<file path="src/rtl/mnist_pkg.sv">
// Shared constants for the MNIST result bridge: CPU control/status bit map,
// timestamp width, bridge state type and the status word packer.
package mnist_pkg;

    localparam int CTRL_ACK_BIT   = 0;
    localparam int CTRL_FLUSH_BIT = 1;

    localparam int STAT_VALID_BIT = 0;
    localparam int STAT_OVF_BIT   = 1;
    localparam int STAT_CNT_LSB   = 2;
    localparam int STAT_CNT_W     = 9;
    localparam int STAT_TS_LSB    = 16;

    localparam int TS_W = 16;

    typedef enum logic [0:0] {
        ST_IDLE = 1'b0,
        ST_SHOW = 1'b1
    } bridge_state_e;

    function automatic logic [31:0] pack_status(
        input logic                  valid,
        input logic                  ovf,
        input logic [STAT_CNT_W-1:0] cnt,
        input logic [TS_W-1:0]       ts
    );
        logic [31:0] s;
        s                               = 32'h0000_0000;
        s[STAT_VALID_BIT]               = valid;
        s[STAT_OVF_BIT]                 = ovf;
        s[STAT_CNT_LSB +: STAT_CNT_W]   = cnt;
        s[STAT_TS_LSB +: TS_W]          = ts;
        return s;
    endfunction

endpackage

</file>
<file path="src/rtl/mnist_sync_fifo.sv">
// Synchronous FIFO storage for the result bridge. Exposes the head entry and
// the entry behind it so the bridge can register the next presented word.
module mnist_sync_fifo #(
    parameter int DEPTH = 16,
    parameter int WIDTH = 32
) (
    input  logic                     clk,
    input  logic                     rst_n,
    input  logic                     push,
    input  logic                     pop,
    input  logic                     flush,
    input  logic [WIDTH-1:0]         wr_data,
    output logic [WIDTH-1:0]         head_data,
    output logic [WIDTH-1:0]         next_data,
    output logic [$clog2(DEPTH):0]   count,
    output logic                     full,
    output logic                     empty
);

    localparam int AW = $clog2(DEPTH);
    localparam int CW = AW + 1;

    logic [WIDTH-1:0] mem_r [DEPTH];
    logic [AW-1:0]    wr_ptr_r;
    logic [AW-1:0]    rd_ptr_r;
    logic [CW-1:0]    count_r;

    // Pointer and occupancy bookkeeping; pointers wrap naturally at DEPTH.
    always_ff @(posedge clk) begin
        if (!rst_n) begin
            wr_ptr_r <= {AW{1'b0}};
            rd_ptr_r <= {AW{1'b0}};
            count_r  <= {CW{1'b0}};
        end else if (flush) begin
            wr_ptr_r <= {AW{1'b0}};
            rd_ptr_r <= {AW{1'b0}};
            count_r  <= {CW{1'b0}};
        end else begin
            wr_ptr_r <= push ? wr_ptr_r + AW'(1) : wr_ptr_r;
            rd_ptr_r <= pop  ? rd_ptr_r + AW'(1) : rd_ptr_r;
            count_r  <= count_r + CW'(push) - CW'(pop);
        end
    end

    // Entry storage; contents need no reset because count gates visibility.
    always_ff @(posedge clk) begin
        if (push && !flush) begin
            mem_r[wr_ptr_r] <= wr_data;
        end
    end

    assign head_data = mem_r[rd_ptr_r];
    assign next_data = mem_r[rd_ptr_r + AW'(1)];
    assign count     = count_r;
    assign full      = (count_r == CW'(DEPTH));
    assign empty     = (count_r == {CW{1'b0}});

endmodule

</file>
<file path="src/rtl/mnist_result_bridge.sv">
// Buffers accelerator results and presents them to the CPU through PIO with a
// toggle-ack handshake. Optional per-entry timestamps: MNIST_RESULT_TIMESTAMP_EN.
module mnist_result_bridge
    import mnist_pkg::*;
#(
    parameter int DEPTH  = 16,
    parameter int DATA_W = 32
) (
    input  logic              sys_clk,
    input  logic              sys_rst_n,
    input  logic [DATA_W-1:0] result_in,
    input  logic              result_valid,
    input  logic [31:0]       cpu_ctrl,
    output logic [DATA_W-1:0] pio_result_data,
    output logic [31:0]       pio_result_status
);

    localparam int CW = $clog2(DEPTH) + 1;
`ifdef MNIST_RESULT_TIMESTAMP_EN
    localparam int EW = DATA_W + TS_W;
`else
    localparam int EW = DATA_W;
`endif

    bridge_state_e     state_r;
    bridge_state_e     state_next_s;
    logic              ack_prev_r;
    logic              ovf_r;
    logic              ovf_next_s;
    logic              ack_s;
    logic              flush_s;
    logic              push_s;
    logic              pop_s;
    logic [CW-1:0]     count_s;
    logic [CW-1:0]     count_next_s;
    logic              full_s;
    logic              empty_s;
    logic [EW-1:0]     wr_entry_s;
    logic [EW-1:0]     head_s;
    logic [EW-1:0]     head2_s;
    logic [EW-1:0]     show_entry_s;
    logic [TS_W-1:0]   show_ts_s;
    logic [DATA_W-1:0] data_r;
    logic [31:0]       status_r;

    assign ack_s   = cpu_ctrl[CTRL_ACK_BIT] ^ ack_prev_r;
    assign flush_s = cpu_ctrl[CTRL_FLUSH_BIT];

`ifdef MNIST_RESULT_TIMESTAMP_EN
    logic [TS_W-1:0] ts_cnt_r;

    // Free-running cycle counter stamped onto each accepted result.
    always_ff @(posedge sys_clk) begin
        if (!sys_rst_n) begin
            ts_cnt_r <= {TS_W{1'b0}};
        end else begin
            ts_cnt_r <= ts_cnt_r + TS_W'(1);
        end
    end

    assign wr_entry_s = {ts_cnt_r, result_in};
    assign show_ts_s  = show_entry_s[EW-1 -: TS_W];
`else
    assign wr_entry_s = result_in;
    assign show_ts_s  = {TS_W{1'b0}};
`endif

    mnist_sync_fifo #(
        .DEPTH (DEPTH),
        .WIDTH (EW)
    ) u_fifo (
        .clk       (sys_clk),
        .rst_n     (sys_rst_n),
        .push      (push_s),
        .pop       (pop_s),
        .flush     (flush_s),
        .wr_data   (wr_entry_s),
        .head_data (head_s),
        .next_data (head2_s),
        .count     (count_s),
        .full      (full_s),
        .empty     (empty_s)
    );

    // State register, ack edge tracker and sticky overflow.
    always_ff @(posedge sys_clk) begin
        if (!sys_rst_n) begin
            state_r    <= ST_IDLE;
            ack_prev_r <= cpu_ctrl[CTRL_ACK_BIT];
            ovf_r      <= 1'b0;
        end else begin
            state_r    <= state_next_s;
            ack_prev_r <= cpu_ctrl[CTRL_ACK_BIT];
            ovf_r      <= ovf_next_s;
        end
    end

    // Handshake decode, next state and the entry that will be presented next.
    always_comb begin
        pop_s        = 1'b0;
        push_s       = 1'b0;
        ovf_next_s   = ovf_r;
        count_next_s = count_s;
        state_next_s = state_r;
        show_entry_s = head_s;
        if (flush_s) begin
            ovf_next_s   = 1'b0;
            count_next_s = {CW{1'b0}};
            state_next_s = ST_IDLE;
        end else begin
            pop_s = (state_r == ST_SHOW) && ack_s;
            if (result_valid) begin
                if (!full_s || pop_s) begin
                    push_s = 1'b1;
                end else begin
                    ovf_next_s = 1'b1;
                end
            end else begin
                push_s = 1'b0;
            end
            count_next_s = count_s + CW'(push_s) - CW'(pop_s);
            case (state_r)
                ST_IDLE: state_next_s = push_s ? ST_SHOW : ST_IDLE;
                ST_SHOW: state_next_s = (count_next_s == {CW{1'b0}}) ? ST_IDLE : ST_SHOW;
                default: state_next_s = ST_IDLE;
            endcase
            // A word pushed into an empty (or just-drained) FIFO bypasses storage read.
            if (pop_s) begin
                if (count_s == CW'(1)) begin
                    show_entry_s = wr_entry_s;
                end else begin
                    show_entry_s = head2_s;
                end
            end else if (empty_s) begin
                show_entry_s = wr_entry_s;
            end else begin
                show_entry_s = head_s;
            end
        end
    end

    // Registered PIO outputs, loaded with the post-edge view of the FIFO.
    always_ff @(posedge sys_clk) begin
        if (!sys_rst_n) begin
            data_r   <= {DATA_W{1'b0}};
            status_r <= 32'h0000_0000;
        end else if (state_next_s == ST_SHOW) begin
            data_r   <= show_entry_s[DATA_W-1:0];
            status_r <= pack_status(1'b1, ovf_next_s, STAT_CNT_W'(count_next_s), show_ts_s);
        end else begin
            data_r   <= {DATA_W{1'b0}};
            status_r <= pack_status(1'b0, ovf_next_s, STAT_CNT_W'(count_next_s), {TS_W{1'b0}});
        end
    end

    assign pio_result_data   = data_r;
    assign pio_result_status = status_r;

endmodule

</file>
<file path="config.mk">
export PLATFORM = sky130hd
export DESIGN_NAME = mnist_result_bridge
export DESIGN_NICKNAME = d
export VERILOG_FILES = /design/src/rtl/mnist_pkg.sv /design/src/rtl/mnist_sync_fifo.sv /design/src/rtl/mnist_result_bridge.sv
export SDC_FILE = /design/constraint.sdc
export NUM_CORES = 1
export LEC_CHECK = 0
export BUFFER_PORTS_ARGS = -buffer_cell sky130_fd_sc_hd__buf_4
export CORE_MARGIN = 8
export CORE_UTILIZATION = 35
export DETAILED_ROUTE_END_ITERATION = 12
export GPL_TIMING_DRIVEN = 0
export MAX_ROUTING_LAYER = met4
export PLACE_DENSITY = 0.5
export SLEW_MARGIN = 40
export SYNTH_ARGS = -nofsm -noshare
export SYNTH_HDL_FRONTEND = slang
export SYNTH_HIERARCHICAL = 1
export SYNTH_SLANG_ARGS = --single-unit
</file>
<file path="constraint.sdc">
create_clock -name sys_clk -period 3.2 [get_ports sys_clk]
set_input_delay 0.32 -clock sys_clk [delete_from_list [all_inputs] [get_ports sys_clk]]
set_output_delay 0.32 -clock sys_clk [all_outputs]
set_load 0.02 [all_outputs]
</file>
; Word level (Yosys, flattened, before mapping)
; Memories as Yosys holds them, arrays and structs flattened. A register that Yosys moved wholly into a read port is not among the register bits.
; Cells that the tools add are included.
[op_classes]
n_addsub = 6
n_reduce_logical = 9
muxes = 22
n_eq_ne = 2
bitwise_logic = 3
[ops]
columns = operator, count
row1 = $mux 32, 4
row2 = $mux 1, 14
row3 = $add 5x1->5, 2
row4 = $logic_not 5->1, 2
row5 = $sub 5x1->5, 2
row6 = $add 4x1->4 const B, 2
row7 = $mux 4, 2
row8 = $eq 5x1->1 const B, 1
row9 = $eq 5x5->1 const B, 1
row10 = $mux 5, 1
row11 = $logic_and 1x1->1, 2
row12 = $logic_not 1->1, 2
row13 = $not 1->1, 2
row14 = $pmux 1 s2, 1
row15 = $reduce_and 2->1, 1
row16 = $reduce_or 2->1, 1
row17 = $logic_or 1x1->1, 1
row18 = $xor 1x1->1, 1
[totals]
ramBits = 512
word_cells = 51
output_inout_bits = 64
memories = 1
regBits = 55
input_bits = 67
[mem_list]
columns = memory, depth, width, read_ports, rd_clocked_by_memory_dff, wr, line_no
row1 = u_fifo.mem_r, 16, 32, 2, 1, 1, mnist_sync_fifo.sv:23  ; logic [WIDTH-1:0] mem_r [DEPTH];

; Logic depth before layout (Yosys ltp)
[logic_depth]
ltp_word = 13
mapped_depth = 15
ltp_nobuf = 14

; Cells and area by module
; The synthesis kept the hierarchy.
[by_module_without_submodules]
columns = mod, instances, area_each_um2, seq_area_each_um2, cells_per_inst
row1 = mnist_sync_fifo, 1, 24033.0, 15715.1, 1122
row2 = mnist_result_bridge, 1, 2052.0, 800.8, 226

; Least setup slack after synthesis
; No wires, ideal clock.
[synth_timing]
path_type = reg2reg
start = register u_fifo.count_r[3], in the netlist u_fifo/count[3]
end = memory u_fifo.mem_r[0][0] (enable)
path_stages_with_launch = 10
arrival_time_ns = 2.605
n_path_buf = 0
slack_ns = 0.203
setup_ns = 0.392
required_time_ns = 2.808
period_less_slack_ns = 2.997
cell_sequence = dfxtp_1 > inv_1 > ha_1 > and4_1 > inv_1 > o21ai_0 > nor2_1 > nor2b_1 > nor3b_1 > and2_1
[synth_between]
elab_chain_len = 10
[synth_rtl]
columns = item, line_no
row1 = from (decl), mnist_sync_fifo.sv:26  ; logic [CW-1:0] count_r;
row2 = from (signal assigned), mnist_sync_fifo.sv:33  ; count_r <= {CW{1'b0}};
row3 = from (signal assigned), mnist_sync_fifo.sv:37  ; count_r <= {CW{1'b0}};
row4 = from (signal assigned), mnist_sync_fifo.sv:41  ; count_r <= count_r + CW'(push) - CW'(pop);
row5 = $eq 5x5->1, mnist_sync_fifo.sv:55  ; assign full = (count_r == CW'(DEPTH));
row6 = named net full_s, mnist_result_bridge.sv:36  ; logic full_s;
row7 = $logic_not 1->1, mnist_result_bridge.sv:113  ; if (!full_s || pop_s) begin
row8 = $logic_or 1x1->1, mnist_result_bridge.sv:113
row9 = $mux 1, mnist_result_bridge.sv:113
row10 = $mux 1, mnist_result_bridge.sv:112  ; if (result_valid) begin
row11 = $mux 1 (2 in series), mnist_result_bridge.sv:106  ; if (flush_s) begin
row12 = named net push_s, mnist_result_bridge.sv:32  ; logic push_s;
row13 = $logic_and 1x1->1, mnist_sync_fifo.sv:47  ; if (push && !flush) begin
row14 = $mux 1, mnist_sync_fifo.sv:47
row15 = $mux 1 (implied by the code), mnist_sync_fifo.sv:48  ; mem_r[wr_ptr_r] <= wr_data;
row16 = to (decl), mnist_sync_fifo.sv:23
; The timed path passes the listed nets, and every way through them passes these cells. The select of a mux whose other input is x is not followed.

; Final worst setup path
[layout_timing]
start = input cpu_ctrl[0]
end = register data_r[16], in the netlist pio_result_data[16]
[layout_between]
elab_chain_len = 13
elab_cells_between_ends = 16
classes_between = 2 x add/sub / 9 x mux / 1 x bitwise / 4 x reduce/logical
[layout_rtl]
columns = item, line_no
row1 = from (decl), mnist_result_bridge.sv:13  ; input logic [31:0] cpu_ctrl,
row2 = $xor 1x1->1 (*), mnist_result_bridge.sv:46  ; assign ack_s = cpu_ctrl[CTRL_ACK_BIT] ^ ack_prev_r;
row3 = $logic_and 1x1->1 (*), mnist_result_bridge.sv:111  ; pop_s = (state_r == ST_SHOW) && ack_s;
row4 = $logic_or 1x1->1, mnist_result_bridge.sv:113
row5 = $mux 1, mnist_result_bridge.sv:113
row6 = $mux 1, mnist_result_bridge.sv:112
row7 = $mux 1, mnist_result_bridge.sv:106
row8 = $add 5x1->5, mnist_result_bridge.sv:121  ; count_next_s = count_s + CW'(push_s) - CW'(pop_s);
row9 = $sub 5x1->5, mnist_result_bridge.sv:121
row10 = $logic_not 5->1, mnist_result_bridge.sv:124  ; ST_SHOW: state_next_s = (count_next_s == {CW{1'b0}}) ? ST_IDLE : ST_SHOW;
row11 = $mux 1, mnist_result_bridge.sv:124
row12 = $pmux 1 s2, mnist_result_bridge.sv:122  ; case (state_r)
row13 = $mux 1, mnist_result_bridge.sv:106
row14 = $reduce_and 2->1 (no line), --
row15 = to (signal assigned), mnist_result_bridge.sv:145  ; data_r <= {DATA_W{1'b0}};
row16 = to (signal assigned), mnist_result_bridge.sv:148  ; data_r <= show_entry_s[DATA_W-1:0];
row17 = to (signal assigned), mnist_result_bridge.sv:151  ; data_r <= {DATA_W{1'b0}};
row18 = to (decl), mnist_result_bridge.sv:43  ; logic [DATA_W-1:0] data_r;
; Every way passes the cells marked *; elsewhere a longest branch is shown, timed or not. The select of a mux whose other input is x is not followed.
; A chain may end at the register's enable or synchronous reset.

==> impl_metrics.env <==
export IMPL_htreeDepth=3
export IMPL_synth_cell_types=50
export IMPL_clk_latency_ns=0.61
export IMPL_slew_viol_final=0
export IMPL_first_pass_iters=5
export IMPL_dieArea_mm2=0.0835
export IMPL_vias=14600
export IMPL_cp_max_fo=7
export IMPL_hold_violations=0
export IMPL_synth_top_cell_area_share_pct=58.9
export IMPL_grt_pass1_vias=15400
export IMPL_synthXorXnorAreaFrac_pct=0.470
export IMPL_core_mm2=0.0741
export IMPL_die_w_um=289
export IMPL_ys_seq_area_share_pct=63.3
export IMPL_cts_buffers=66
export IMPL_cts_sinks=569
export IMPL_port_buffers=75
export IMPL_setup_violations=1
export IMPL_r2r_start="u_fifo/count[3]"
export IMPL_synth_seq_cells=569
export IMPL_routed_wl_um=76400
export IMPL_place_hpwl_um=49700
export IMPL_r2r_end="pio_result_data[16]"
export IMPL_slew_headroom_pct=42.0
export IMPL_cts_clk_slew_worst_paths_ns=0.06
export IMPL_synth_cells=1348
export IMPL_synthMuxAreaShare_pct=25.1
export IMPL_nets=1640
export IMPL_cap_violations=0
export IMPL_first_iter_violations=1255
export IMPL_fin_skew_ns=0.0305
export IMPL_hp_start="result_in[29]"
export IMPL_synth_compound_area_share_pct=3.27
export IMPL_antenna_found_initial=1
export IMPL_arrival_ns=3.74
export IMPL_cp_startpoint="cpu_ctrl[0]"
export IMPL_tightest_slew_ns=0.870
export IMPL_die_y_um=289
export IMPL_grt_usage_pct=18.9
export IMPL_grt_overflow=0
export IMPL_clockBufferDepth=3
export IMPL_fmax_mhz=308
export IMPL_grt_first_pass_wirelength_um=110000
export IMPL_synth_edff_count=512
export IMPL_ys_top_cells_by_area="edfxtp_1 (59%), mux4_2 (24%), dfxtp_1 (4.4%)"
export IMPL_violations="negative setup slack"
export IMPL_fin_ws_ns=-0.0438
export IMPL_rrSetupSlack_ns=-0.03
export IMPL_drive_above_1_share_pct=40.7
export IMPL_peakVddDrop_v=0.000354
export IMPL_place_gp_congestion=0.754
export IMPL_row_count=100
export IMPL_grt_max_degree=26
export IMPL_start_util_pct=35.2
export IMPL_tns_ns=-0.0438
export IMPL_synth_top_flop_cell="edfxtp_1"
export IMPL_ff2ff_path_depth=15
export IMPL_cp_end_kind="flip-flop"
export IMPL_crit_end="pio_result_data[16]"
export IMPL_cts_tree="built"
export IMPL_rsz0062_at_grt="yes"
export IMPL_min_period_ns=3.24
export IMPL_avgSynthCellArea_um2=19.4
export IMPL_syn_area_mm2=0.0261
export IMPL_via_per_inst=5.67
export IMPL_ant_nets=0
export IMPL_critPathKind="in2reg"
export IMPL_async_flop_share_pct=0
export IMPL_min_path_type="in2reg"
export IMPL_drc=0
export IMPL_fin_crit_sh_pct=101
export IMPL_total_power_uw=16300
export IMPL_wire_per_inst_um=29.7
export IMPL_yosysMostFrequentCell="edfxtp_1"
export IMPL_synth_simple_gate_area_share_pct=3.09
export IMPL_synth_top_family_by_area="multiplexers"
export IMPL_synth_yosys_warnings=6
export IMPL_power_density_mw_per_mm2=529
export IMPL_antenna_cells=0
export IMPL_synthAdderAreaFrac_pct=0.969
export IMPL_crit_required_ns=3.69
export IMPL_cts_root_buf="clkbuf_16"
export IMPL_leakage_uw=0.00994
export IMPL_start_kind="input port"
export IMPL_area_delta_synth_final_pct=18.4
export IMPL_ios=131
export IMPL_synth_top_cell_by_area="edfxtp_1"
export IMPL_yosys_top_cells_count="edfxtp_1 (512), mux4_2 (282), inv_1 (87), dfxtp_1 (57), nor2_1 (56)"
export IMPL_outcome="complete, but fails checks"
-- where the power goes --
part	leakage (µW)	total (µW)	switching [µW]	internal, µW
sequential	0.00507	8160	20.9	8130
clock	0.00104	7420	3000	4420
combinational	0.00382	768	483	285
total	0.00994	16300	3510	12800
-- cell type report --
| type | count | area, µm² |
|---|---|---|
| timing repair buffer | 114 | 1110 |
| clock buffer | 98 | 1930 |
| sequential | 569 | 16500 |
| multi-input combinational | 600 | 8850 |
| inverter | 87 | 327 |
| tap | 969 | 1210 |
| buffer | 116 | 723 |
| clock inverter | 22 | 198 |
| fill | 6569 | 43200 |
-- critical path: stages --
cell and delay, ns:
dlygate4sd3_1 0.54, buf_4 0.16, xor2_4 0.16, nand2_2 0.10, inv_2 0.08, o21ai_2 0.07, ha_1 0.29, inv_2 0.04
ha_4 0.15, fa_2 0.38, a21oi_2 0.19, o21bai_2 0.11, xnor2_2 0.16, a311o_4 0.51, buf_12 0.21, nor3_4 0.24
-- cells in the final DEF (no fill, tap or decap), drive strengths merged, types with 6 or more instances in the layout --
master	count
a21oi	8
xnor2	8
ha	17
dlygate4sd3	10
nor3	31
xor2	6
o221ai	31
clkinv	17
nor2	56
buf	177
inv	87
conb	25
clkbuf	141
o22ai	31
dfxtp	57
and2	17
a22oi	31
mux4	288
nand2	9
edfxtp	512
-- kinds of logic after synthesis --
logic type,after synthesis
other,1
buffers and inverters,203
multiplexers,291
XOR/XNOR,14
AND/OR/NAND/NOR,136
AO/OA/AOI/OAI,115
adder cells (fa/ha/maj),19
flip-flops,569
-- flip-flops by register name, summed over array words and instances (netlist names), named ones only --
| name | cells |
|---|---|
| u_fifo/mem_r | 512 |
| pio_result_data | 32 |
| pio_result_status | 6 |
| u_fifo/count | 5 |
| u_fifo/rd_ptr_r | 4 |
| u_fifo/wr_ptr_r | 4 |
| ack_prev_r | 1 |
| ovf_r | 1 |
-- stage by stage --
stage | hold slack (ns) | worst slack (ns) | cell area (µm²) | util [%] | cells
floorplan | 0.348 | 0.203 | 26200 | - | 1372
global placement | 0.441 | -1.38 | 28000 | 37.7 | 2416
detailed placement | 0.443 | -0.469 | 28300 | 38.3 | 2433
CTS | 0.000497 | 0.00362 | 30700 | 41.5 | 2568
global route | 0.0230 | -0.143 | 30900 | 41.7 | 2575
finish | 0.0340 | -0.0438 | 30900 | 41.7 | 2575
-- worst min path at each step --
stage	cells after the start	endpoint	slack [ns]
after floorplan	0	ack_prev_r	0.35
after global placement	1	ack_prev_r	0.44
after detailed placement	1	ack_prev_r	0.44
after CTS	1	u_fifo/mem_r[11][20]	0.0005
after global routing	1	u_fifo/mem_r[1][3]	0.02
final	1	u_fifo/mem_r[7][29]	0.03
-- per-layer routing --
layer / global-route usage (%) / vias to the layer above / share of wire [%]
li1: - / 6020 / -
met1: 25.1 / 7910 / 43
met2: 29.6 / 527 / 48
met3: 3.14 / 150 / 5.8
met4: 6.70 / 0 / 3.3
met5: - / - / 0
-- timing repair --
action / CTS / global route
pin swaps: 6 / 14
gates resized for setup: 25 / 27
hold buffers: 10 / 0
endpoints found under the hold margin: 60 / 0
endpoints found under the setup margin: 109 / 128
setup buffers: 4 / 7
gates cloned: 1 / 0
No activity file was read; power rests on OpenSTA's default activity.
